**src/rtl/addatone_pkg.sv**
```systemverilog
// Shared constants, sequencer state encoding and output formatting for the additive-synthesis voice.
package addatone_pkg;

  localparam int SAMPLE_RATE     = 48000;
  localparam int SAMPLE_INTERVAL = 1500;
  localparam int LUT_SHIFT       = 5;
  localparam int NUM_HARMONICS   = 64;
  localparam int DIV_BIT         = 7;
  localparam int OUT_SHIFT       = 2;

  // DAC command byte: write-and-update channel A
  localparam logic [7:0] DAC_CMD_WRITE_UPDATE = 8'h30;

  typedef enum logic [3:0] {
    START,
    ADDR,
    POS,
    WRITE,
    LUT1,
    LUT2,
    ISSUE,
    DRAIN,
    HOLD
  } seq_state_t;

  // Scale, clip to signed 16 bits, then flip the MSB: same as adding 32768
  function automatic logic [15:0] to_offset_binary(input logic [31:0] total);
    logic signed [31:0] v;
    logic [15:0]        clipped;
    v = $signed(total) >>> OUT_SHIFT;
    if (v > 32'sd32767)
      clipped = 16'h7FFF;
    else if (v < -32'sd32768)
      clipped = 16'h8000;
    else
      clipped = v[15:0];
    return clipped ^ 16'h8000;
  endfunction

endpackage

```
**src/rtl/sample_tick_timer.sv**
```systemverilog
// Free-running 0..INTERVAL-1 counter; tick is high for the final count of each interval.
module sample_tick_timer
  import addatone_pkg::*;
#(
  parameter int INTERVAL = SAMPLE_INTERVAL
) (
  input  logic clock,
  input  logic reset,
  output logic tick
);

  localparam int            CW   = $clog2(INTERVAL);
  localparam logic [CW-1:0] LAST = CW'(INTERVAL - 1);

  logic [CW-1:0] count;

  always_ff @(posedge clock) begin
    if (reset)
      count <= '0;
    else if (count == LAST)
      count <= '0;
    else
      count <= count + CW'(1);
  end

  assign tick = (count == LAST);

endmodule

```
**src/rtl/harmonic_sequencer.sv**
```systemverilog
// Per-sample additive-synthesis sequencer: phase RAM update, sine LUT addressing, accumulator issue, DAC sample.
// At least 6 clocks per harmonic; stalls in ISSUE/DRAIN while acc_ready is low, a late sample raises overrun.
module harmonic_sequencer
  import addatone_pkg::*;
(
  input  logic               clock,
  input  logic               reset,
  input  logic [15:0]        frequency,
  input  logic [7:0]         harmonic_count,
  input  logic [DIV_BIT-1:0] scale_step,
  output logic [7:0]         sp_addr,
  output logic               sp_wr_en,
  output logic [15:0]        sp_wr_data,
  input  logic [15:0]        sp_rd_data,
  output logic [10:0]        lut_addr,
  output logic               acc_start,
  output logic               acc_clear,
  output logic [DIV_BIT-1:0] acc_mult,
  input  logic               acc_ready,
  input  logic [31:0]        acc_total,
  output logic [15:0]        sample_out,
  output logic               sample_valid,
  output logic               overrun
);

  localparam logic [16:0] NYQUIST = 17'(SAMPLE_RATE / 2);
  localparam logic [17:0] MODULUS = 18'(SAMPLE_RATE);

  seq_state_t         state, state_nxt;
  logic               tick;
  logic [15:0]        freq_q;
  logic [6:0]         count_q;
  logic [DIV_BIT-1:0] step_q;
  logic [6:0]         n;
  logic [16:0]        inc;
  logic [DIV_BIT-1:0] amp;
  logic [15:0]        pos_q;
  logic [15:0]        result_q;

  logic [6:0]         count_clamped;
  logic [17:0]        sum;
  logic [15:0]        pos_nxt;
  logic [16:0]        inc_nxt;
  logic [6:0]         n_nxt;
  logic [DIV_BIT-1:0] amp_nxt;
  logic               last_harmonic;

  sample_tick_timer #(.INTERVAL(SAMPLE_INTERVAL)) u_timer (
    .clock (clock),
    .reset (reset),
    .tick  (tick)
  );

  assign count_clamped = (harmonic_count > 8'(NUM_HARMONICS)) ? 7'(NUM_HARMONICS) : harmonic_count[6:0];

  // inc stays below the Nyquist limit, so one conditional subtract wraps the phase
  assign sum     = {2'b00, sp_rd_data} + {1'b0, inc};
  assign pos_nxt = (sum >= MODULUS) ? 16'(sum - MODULUS) : sum[15:0];

  assign inc_nxt       = inc + {1'b0, freq_q};
  assign n_nxt         = n + 7'd1;
  assign amp_nxt       = (amp > step_q) ? amp - step_q : '0;
  assign last_harmonic = (n_nxt == count_q) || (inc_nxt >= NYQUIST);

  assign sp_addr    = {1'b0, n};
  assign sp_wr_data = pos_q;

  always_ff @(posedge clock) begin
    if (reset)
      state <= START;
    else
      state <= state_nxt;
  end

  always_comb begin
    state_nxt = state;
    sp_wr_en  = 1'b0;
    acc_start = 1'b0;
    acc_clear = 1'b0;
    case (state)
      START: begin
        acc_clear = !reset;
        // a fundamental already at Nyquist leaves every phase untouched
        if (count_clamped == 7'd0 || {1'b0, frequency} >= NYQUIST)
          state_nxt = DRAIN;
        else
          state_nxt = ADDR;
      end
      ADDR:  state_nxt = POS;
      POS:   state_nxt = WRITE;
      WRITE: begin
        sp_wr_en  = 1'b1;
        state_nxt = LUT1;
      end
      LUT1:  state_nxt = LUT2;
      LUT2:  state_nxt = ISSUE;
      ISSUE: begin
        if (acc_ready) begin
          acc_start = 1'b1;
          state_nxt = last_harmonic ? DRAIN : ADDR;
        end
      end
      DRAIN: if (acc_ready) state_nxt = HOLD;
      HOLD:  if (tick) state_nxt = START;
      default: state_nxt = START;
    endcase
  end

  always_ff @(posedge clock) begin
    if (reset) begin
      freq_q       <= '0;
      count_q      <= '0;
      step_q       <= '0;
      n            <= '0;
      inc          <= '0;
      amp          <= '0;
      pos_q        <= '0;
      result_q     <= 16'h8000;
      lut_addr     <= '0;
      acc_mult     <= '0;
      sample_out   <= 16'h8000;
      sample_valid <= 1'b0;
      overrun      <= 1'b0;
    end else begin
      // a tick outside HOLD repeats the previous sample and flags the miss
      sample_valid <= tick;
      overrun      <= tick && (state != HOLD);
      case (state)
        START: begin
          freq_q  <= frequency;
          count_q <= count_clamped;
          step_q  <= scale_step;
          n       <= '0;
          inc     <= {1'b0, frequency};
          amp     <= '1;
        end
        POS: begin
          pos_q    <= pos_nxt;
          lut_addr <= 11'(pos_nxt >> LUT_SHIFT);
        end
        LUT2: acc_mult <= amp;
        ISSUE: begin
          if (acc_ready) begin
            amp <= amp_nxt;
            inc <= inc_nxt;
            n   <= n_nxt;
          end
        end
        DRAIN: if (acc_ready) result_q <= to_offset_binary(acc_total);
        HOLD:  if (tick) sample_out <= result_q;
        default: ;
      endcase
    end
  end

endmodule
```
**config.mk**
```make
export PLATFORM = sky130hd
export DESIGN_NAME = harmonic_sequencer
export DESIGN_NICKNAME = d
export VERILOG_FILES = /design/src/rtl/addatone_pkg.sv /design/src/rtl/sample_tick_timer.sv /design/src/rtl/harmonic_sequencer.sv
export SDC_FILE = /design/constraint.sdc
export NUM_CORES = 1
export LEC_CHECK = 0
export CORE_ASPECT_RATIO = 1.4
export CORE_MARGIN = 1.5
export CORE_UTILIZATION = 50
export CTS_BUF_LIST = sky130_fd_sc_hd__clkbuf_8 sky130_fd_sc_hd__clkbuf_16
export CTS_CLUSTER_SIZE = 20
export DETAILED_ROUTE_END_ITERATION = 16
export DONT_BUFFER_PORTS = 1
export PLACE_DENSITY_LB_ADDON = 0.3
export REMOVE_ABC_BUFFERS = 1
export SETUP_SLACK_MARGIN = 0.2
export SYNTH_ARGS = -nofsm -noshare
export SYNTH_HDL_FRONTEND = slang
export SYNTH_SLANG_ARGS = --single-unit
```
**constraint.sdc**
```tcl
create_clock -name clock -period 4.4 [get_ports clock]
set_input_delay 0.88 -clock clock [delete_from_list [all_inputs] [get_ports clock]]
set_output_delay 0.88 -clock clock [all_outputs]
set_load 0.02 [all_outputs]
```
# Word level (Yosys, flattened, before mapping)
# Index checks and enable logic that the tools add are counted.
# op_classes
n_lt_le_gt_ge	7
mux	24
eq_ne	14
multipliers	0
reduce_logical	12
n_bitwise	1
n_shift	0
n_div	0
n_addsub	6
# ops
cell	n
$mux 16	6
$pmux 4 s9	1
$pmux 17 s2	1
$gt 30x16->1 const B	1
$lt 30x16->1 const B	1
$mux 7	4
$pmux 7 s2	2
$add 16x17->18	1
$ge 18x16->1 const B	1
$add 17x16->17	1
$ge 17x15->1 const B	1
$mux 17	1
$eq 4x3->1 const B	4
$ge 16x15->1 const B	1
$sub 16x16->16 const B	1
$mux 4	3
$add 11x1->11 const B	1
$eq 11x11->1 const B	1
$eq 4x2->1 const B	2
$gt 8x7->1 const B	1
$add 7x1->7 const B	1
$eq 7x7->1	1
$gt 7x7->1	1
$logic_not 7->1	1
other kinds (16)	25
# word_totals
ff_bits	144
latchBits	0
wordCells	79
romBits	0
in_bits	82
mem_count	0
out_inout_bits	63
mem_bits_rw	0

# Logic depth before layout (Yosys ltp)
# Gate-level depths: netlist (run 1).
# logic_depth
depth_word	7
depth_mapped	12
mapped_depth_nobuf	12

# Modules after synthesis
# From an unflattened synthesis (run 1), not the netlist that was laid out.
# hier_totals
cells_unflattened	950
hier_area_um2	7524.7
# modules_own_cells
module	instances	cells_each	area_each_um2	seq_area_each_um2
harmonic_sequencer	1	895	7014.2	2442.3
sample_tick_timer	1	55	510.5	220.2

# Worst setup path before layout (run 1)
# No wires, ideal clock.
# synth_path
kind	in2reg
from	in sp_rd_data[0]
to	reg lut_addr[3]
arrival_time_ps	3270
cell_stages	11
setup_slack_ps	1009
cell_sequence	ha_1 fa_1 nand3_1 and2_1 o221a_1 xnor2_1 o32ai_4 a311oi_2 buf_6 or2_2 o311a_1
# synth_via
elab_chain_cells	3
word_cells_on_any_way	4
cone_classes	2 x add/sub; 1 x order compare; 1 x mux
# synth_lines
element	line	source
from (decl)	harmonic_sequencer.sv:14	input logic [15:0] sp_rd_data,
$add 16x17->18 (*)	harmonic_sequencer.sv:57	assign sum = {2'b00, sp_rd_data} + {1'b0, inc};
$sub 16x16->16 or $ge 18x16->1 (tied branches)	harmonic_sequencer.sv:58	assign pos_nxt = (sum >= MODULUS) ? 16'(sum - MODULUS) : sum[15:0];
$mux 16 (*)	harmonic_sequencer.sv:58	
to (signal assigned)	harmonic_sequencer.sv:139	lut_addr <= 11'(pos_nxt >> LUT_SHIFT);
to (decl)	harmonic_sequencer.sv:15	output logic [10:0] lut_addr,
# Mark *: on every way between the ends. The rest lies on a longest branch, timed or not.
# A chain may end at the register's enable or synchronous reset.

# Worst setup path after layout (run 1)
# layout_path
from	reg inc[0]
to	reg state[1]
# layout_via
elab_chain_cells	6
# layout_lines
element	line	source
from (decl)	harmonic_sequencer.sv:35	logic [16:0] inc;
from (signal assigned)	harmonic_sequencer.sv:134	inc <= {1'b0, frequency};
from (signal assigned)	harmonic_sequencer.sv:145	inc <= inc_nxt;
$add 17x16->17	harmonic_sequencer.sv:60	assign inc_nxt = inc + {1'b0, freq_q};
$ge 17x15->1	harmonic_sequencer.sv:63	assign last_harmonic = (n_nxt == count_q) || (inc_nxt >= NYQUIST);
$logic_or 1x1->1	harmonic_sequencer.sv:63	
$mux 3	harmonic_sequencer.sv:100	state_nxt = last_harmonic ? DRAIN : ADDR;
$mux 4	harmonic_sequencer.sv:98	if (acc_ready) begin
$pmux 4 s9	harmonic_sequencer.sv:80	case (state)
to (signal assigned)	harmonic_sequencer.sv:72	state <= state_nxt;
to (decl)	harmonic_sequencer.sv:29	seq_state_t state, state_nxt;
# Every way passes these cells. The select of a mux whose other input is x is not followed.

==> flow_summary.yaml, run 1 <==
run_status:
  outcome: "complete, no violations"
power_and_ir_drop:
  power.leakage_nw: 3.284
  vdd_ir_drop_max_mv: 0.3503
  cellPowerDensity_mw_per_mm2: 534.1
  p_total_mw: 4.540
timing:
  holdWs_ns: 0.4520
  fin_crit_sh_pct: 78.62
  fmax_mhz: 289.1
  hold_viol: 0
  finalSetupViolations: 0
  worst_pin_slew_ns: 1.018
  fin_crit_ns: 3.459
  report.final.slew_viol_count: 0
  rsz0062_at_grt: "no"
  finalSetupTns_ns: 0
  slew_headroom_pct: 31.91
  timing.final.ws_setup_ns: 0.9408
  skew_ns: 0.009407
grt:
  antenna_found_initial: 0
  grt_pass1_wl_mm: 30.53
  grt_usage_pct: 23.40
  grt_max_degree: 102
  grt_pass1_vias: 6330
  grt_overflow: 0
worst_setup_path:
  path_delay_family: "compound AO/OA/AOI/OAI gates"
  arrival_ns: 3.79
  cp_common_cell: "nor3_1"
  required_ns: 4.73
  crit_chain: "ha_1 -> fa_1 -> a211oi_1 -> o21a_1 -> nor3_1 -> nor3_1 -> xor2_1 -> a2111oi_0 -> a31oi_1 -> a311oi_1"
  start_kind: "register"
  critPathBufInv: 0
  setup.worst_path.end_class: "register"
  max_stage_delay_ns: 0.68
  path_class: "reg2reg"
  critPathMaxFanout: 3
  cp_slowest_cell: "a2111oi_0"
clock_network:
  ctsLongestPathBuffers: 2
  ctsHoldBuffers: 0
  cts_buffers: 17
  path_clk_slew_ns: 0.06
  clock_sinks: 133
  cts_resized: 0
  cts_tree: "yes"
  insertion_delay_ns: 0.43
  cts_root_buf: "clkbuf_16"
  postCtsSetupBuffers: 0
  ctsHtreeMaxLevel: 4
logic_synthesis:
  synth-edff-count: 0
  synth_xor_area_share_pct: 5.240
  synth_flop_cell: "dfxtp_1"
  yosysWarnings: 0
  ys_seq_area_share_pct: 33.79
  synth_top_family_by_area: "compound AO/OA/AOI/OAI gates"
  netlist_instances: 995
  avgSynthCellArea_um2: 7.920
  synthMuxAreaShare_pct: 3.176
  yosysUniqueCellTypes: 69
  synthAdderAreaFrac_pct: 7.431
  synth-compound-area-share_pct: 22.77
  mappedNetlistArea_mm2: 0.007880
  synth-simple-area-share_pct: 22.28
  ys_seq_elements: 133
  postSynth.asyncResetShare_pct: 0
place:
  place_ws_ns: 0.6100
  place_area_mm2: 0.007923
  dp_hpwl_mm: 13.72
  gp_congestion: 0.9144
  dp.cells: 1134
  numPortBuffers: 0
floorplan:
  ios: 145
  chipWidth_um: 109.1
  core_area_mm2: 0.01547
  start_util_pct: 50.93
  die_area_mm2: 0.01653
  num_rows: 54
  fp.dieH_um: 151.5
detailed_routing:
  drc: 0
  ant_nets: 0
  wl_per_cell_um: 16.56
  drt_iter0_drc: 322
  drt-total-wl_mm: 19.31
  drt_pass1_iterations: 5
  vias: 6890
  viasPerCell: 5.909
layout:
  drive_gt1_share_pct: 6.495
  area_growth_pct: 7.875
  fin_nets: 1084
  finalInstanceArea_mm2: 0.008501
  final_cell_count_no_fill: 1166
  final_util_pct: 54.94
  diodes: 0
run:
  drv_cap: 0
hold_path:
  hold_path_class: "reg2reg"
## state kept, by name (all words and copies together) (netlist names), 4 cells and up
signal,count
sp_wr_data,5
u_timer.count,11
inc,17
acc_mult,7
state,4
result_q,16
lut_addr,11
n,7
amp,7
step_q,7
sample_out,16
count_q,7
freq_q,16
## synth_stat cells (5+ instances only)
master | number | area [um^2]
xor2_1 | 18 | 157.7
a211oi_1 | 19 | 142.6
ha_1 | 42 | 525.5
or4_1 | 7 | 52.55
xnor2_1 | 26 | 227.7
buf_2 | 7 | 35.03
mux2i_1 | 25 | 250.2
nand4_1 | 12 | 75.07
nor3_1 | 28 | 140.1
o211ai_1 | 23 | 172.7
a311oi_1 | 10 | 87.58
nor2b_1 | 5 | 31.28
nand3_1 | 26 | 130.1
o31ai_1 | 5 | 37.54
o21ai_0 | 58 | 290.3
a21oi_1 | 84 | 420.4
a2111oi_0 | 5 | 43.79
nand2_1 | 129 | 484.2
clkbuf_1 | 44 | 165.2
a31oi_1 | 12 | 75.07
a21o_1 | 13 | 97.59
a22oi_1 | 7 | 52.55
and3_1 | 12 | 75.07
nor3b_1 | 8 | 60.06
or3_1 | 5 | 31.28
inv_1 | 24 | 90.09
o211a_1 | 6 | 60.06
nor2_1 | 111 | 416.7
nor4_1 | 10 | 62.56
dfxtp_1 | 133 | 2663
buf_4 | 13 | 97.59
## cell type report
cell class,count,area (um^2)
multi-input combinational,769,4838
sequential,133,2663
fill,1490,6972
tap,196,245.2
inverter,25,93.84
timing repair buffer,11,82.58
clock inverter,15,152.6
clock buffer,17,425.4
## where the power goes
group	leakage (nW)	switching [mW]	internal (mW)	total, mW
logic	1.92	0.993	0.628	1.62
clock network	0.284	0.626	0.759	1.38
registers	1.08	0.193	1.34	1.53
total	3.28	1.81	2.73	4.54
## logic make-up after synthesis
group / after synthesis
and+or+nand+nor: 378
AOI/OAI and AO/OA: 275
DFF: 133
buffers and inverters: 93
adders and majority gates: 45
xor gates and xnor gates: 45
muxes: 25
other: 1
## cell usage in the layout, fill, tap and decap left out, drive strengths merged, types with 12 or more instances in the layout
cell,count
a211oi,19
a21o,13
a21oi,86
a31oi,12
and3,12
clkbuf,17
dfxtp,133
ha,42
inv,37
mux2i,25
nand2,130
nand3,26
nand4,12
nor2,112
nor3,28
o211ai,23
o21ai,59
xnor2,26
xor2,19
## final timing paths
kind	slack (ns)	end	start	cells past startpoint
setup reg to reg	0.94	state[1]$_SDFFE_PP0P_	inc[0]$_SDFFE_PP0P_	10
setup / recovery	0.94	state[1]$_SDFFE_PP0P_	inc[0]$_SDFFE_PP0P_	10
hold / removal	0.45	step_q[1]$_SDFFE_PP0P_	step_q[1]$_SDFFE_PP0P_	2
hold reg to reg	0.45	step_q[1]$_SDFFE_PP0P_	step_q[1]$_SDFFE_PP0P_	2
## tightest hold or removal path: stages (launching register included)
cell and delay [ns]:
dfxtp_1 0.31, nand2_1 0.05, a21oi_1 0.05
## layer usage
metal / global-route usage, % / up-vias / part of all wire [%]
met4: 9.803 / 0 / 2.7
met2: 40.53 / 165 / 50
met1: 27.73 / 3180 / 42
li1: - / 3508 / -
met3: 4.876 / 37 / 4.6
met5: 0 / - / 0
Power figures use the tool's default switching activity.
==> run 2, diff against run 1 <==
==> constraint.sdc (replaced) <==
create_clock -name clock -period 3.5 [get_ports clock]
set_input_delay 0.7 -clock clock [delete_from_list [all_inputs] [get_ports clock]]
set_output_delay 0.7 -clock clock [all_outputs]
set_load 0.02 [all_outputs]
==> run 2 against run 1 <==
First-iteration DRC count fell by 3.1%. Global-route usage rose by 0.45 points. Flip-flop and latch count did not move. Sequential power rose by 26%. Hold slack got worse by 0.10 ns. Critical endpoint is now lut_addr[5]$_SDFFE_PP0P_.
==> flow_summary.yaml, run 2 (synthesis gave the netlist of run 1 again) <==
detailed_routing:
  wl_per_cell_um: 16.46
  drt_pass1_iterations: 4
  vias: 6955
  drt_iter0_drc: 312
  ant_nets: 0
  drc: 0
  drt-total-wl_mm: 19.34
  viasPerCell: 5.919
place:
  place_ws_ns: 0.09171
  dp.cells: 1143
  place_area_mm2: 0.007990
  gp_congestion: 0.8882
  numPortBuffers: 0
  dp_hpwl_mm: 13.98
grt:
  use_met2_pct: 41.59
  grt_overflow: 0
  grt_usage_pct: 23.85
  grt-busiest-layer: "met2"
  grt_max_degree: 102
  gr-usage-met3_pct: 5.432
  grt_pass1_wl_mm: 31.09
  grt_pass1_vias: 6400
  antenna_found_initial: 0
  grt_use_met1_pct: 27.97
layout:
  area_growth_pct: 8.939
  fin_nets: 1093
  final_cell_mix: "dfxtp_1, nand2_1, nor2_1"
  final_util_pct: 55.48
  largest_reg_flops: 17
  regMostFlops: "inc"
  fillers: 1444
  layout_commonest_cell: "dfxtp_1"
  final_cell_count_no_fill: 1175
  finalInstanceArea_mm2: 0.008584
  drive_gt1_share_pct: 7.661
  diodes: 0
clock_network:
  clock_sinks: 133
  ctsLongestPathBuffers: 2
  cts_tree: "yes"
  cts_root_buf: "clkbuf_16"
  path_clk_slew_ns: 0.06
  ctsHtreeMaxLevel: 4
  cts_buffers: 17
  insertion_delay_ns: 0.43
  ctsHoldBuffers: 0
floorplan:
  start_util_pct: 50.93
  num_rows: 54
  core_area_mm2: 0.01547
  die_area_mm2: 0.01653
  chipWidth_um: 109.1
  fp.dieH_um: 151.5
  ios: 145
timing:
  skew_ns: 0.007621
  slew_headroom_pct: 30.49
  finalSetupTns_ns: 0
  worst_pin_slew_ns: 1.039
  hold_viol: 0
  fin_crit_ns: 3.045
  fmax_mhz: 328.4
  finalSetupViolations: 0
  holdWs_ns: 0.3496
  fin_crit_sh_pct: 87.01
  timing.final.ws_setup_ns: 0.4547
  report.final.slew_viol_count: 0
  rsz0062_at_grt: "no"
power_and_ir_drop:
  vdd_ir_drop_max_mv: 0.4358
  p_total_mw: 5.766
  power.leakage_nw: 3.326
  cellPowerDensity_mw_per_mm2: 671.7
worst_setup_path:
  arrival_ns: 3.38
  start_kind: "register"
  max_stage_delay_ns: 0.49
  crit_chain: "ha_1 -> nand2_1 -> nor3b_1 -> a2111oi_0 -> nand3_1 -> nor2_1 -> a311oi_2 -> buf_4 -> or4_1 -> a311oi_1"
  timing.rr.start: "inc[10]$_SDFFE_PP0P_"
  path_class: "reg2reg"
  critPathMaxFanout: 12
  cp_slowest_cell: "a2111oi_0"
  setup.worst_path.end_class: "register"
  critical_path.startpoint: "inc[10]$_SDFFE_PP0P_"
  required_ns: 3.83
run:
  drv_cap: 0
hold_path:
  min_from: "reset"
  hold_path_class: "in2reg"
run_status:
  outcome: "complete, no violations"
[run 2: cell count changes in the layout (fill, tap and decap cells not counted), sizes merged]
cell	change
clkinvlp	+1
clkinv	-1
buf	+9
[run 2: final timing paths]
check,depth (start not counted),to,slack (ns)
max reg2reg,10,lut_addr[5]$_SDFFE_PP0P_,0.45
max,10,lut_addr[5]$_SDFFE_PP0P_,0.45
min reg2reg,1,u_timer.count[0]$_SDFF_PP0_,0.45
min,1,count_q[0]$_SDFFE_PP0P_,0.35
[run 2: report_power, final]
group | internal (mW) | switching [mW] | leakage [nW] | total, mW
Combinational | 0.834 | 1.26 | 1.96 | 2.10
Clock | 0.953 | 0.789 | 0.280 | 1.74
Sequential | 1.69 | 0.242 | 1.08 | 1.93
[run 2: area by class of cell]
type,instances,area [um^2],area share [%]
clock buffer,17,425.4,4.956
clock inverter,15,151.4,1.764
inverter,25,93.84,1.093
multi-input combinational,769,4856,56.57
sequential,133,2663,31.02
tap,196,245.2,2.857
timing repair buffer,20,150.1,1.749
[run 2: what timing repair did]
action,CTS,global route
resized for setup,0,4
setup endpoints to repair,0,2
setup buffers,0,0
[run 2: metal layers]
layer  wire length, um  up-vias  share of wire [%]
met5                 0        -                  0
met4               464        0                2.4
met3               982       26                5.1
met2              9783      161                 51
met1              8110     3244                 42
li1                  -     3524                  -
[run 2: worst max-delay path, delay by kind of cell (launching register included)]
family                   cells  cell delay (ns)
AO/OA/AOI/OAI                3             0.87
adder cells (fa/ha/maj)      1             0.40
buffers and inverters        1             0.19
flip-flops                   1             0.34
AND/OR/NAND/NOR              5             1.14
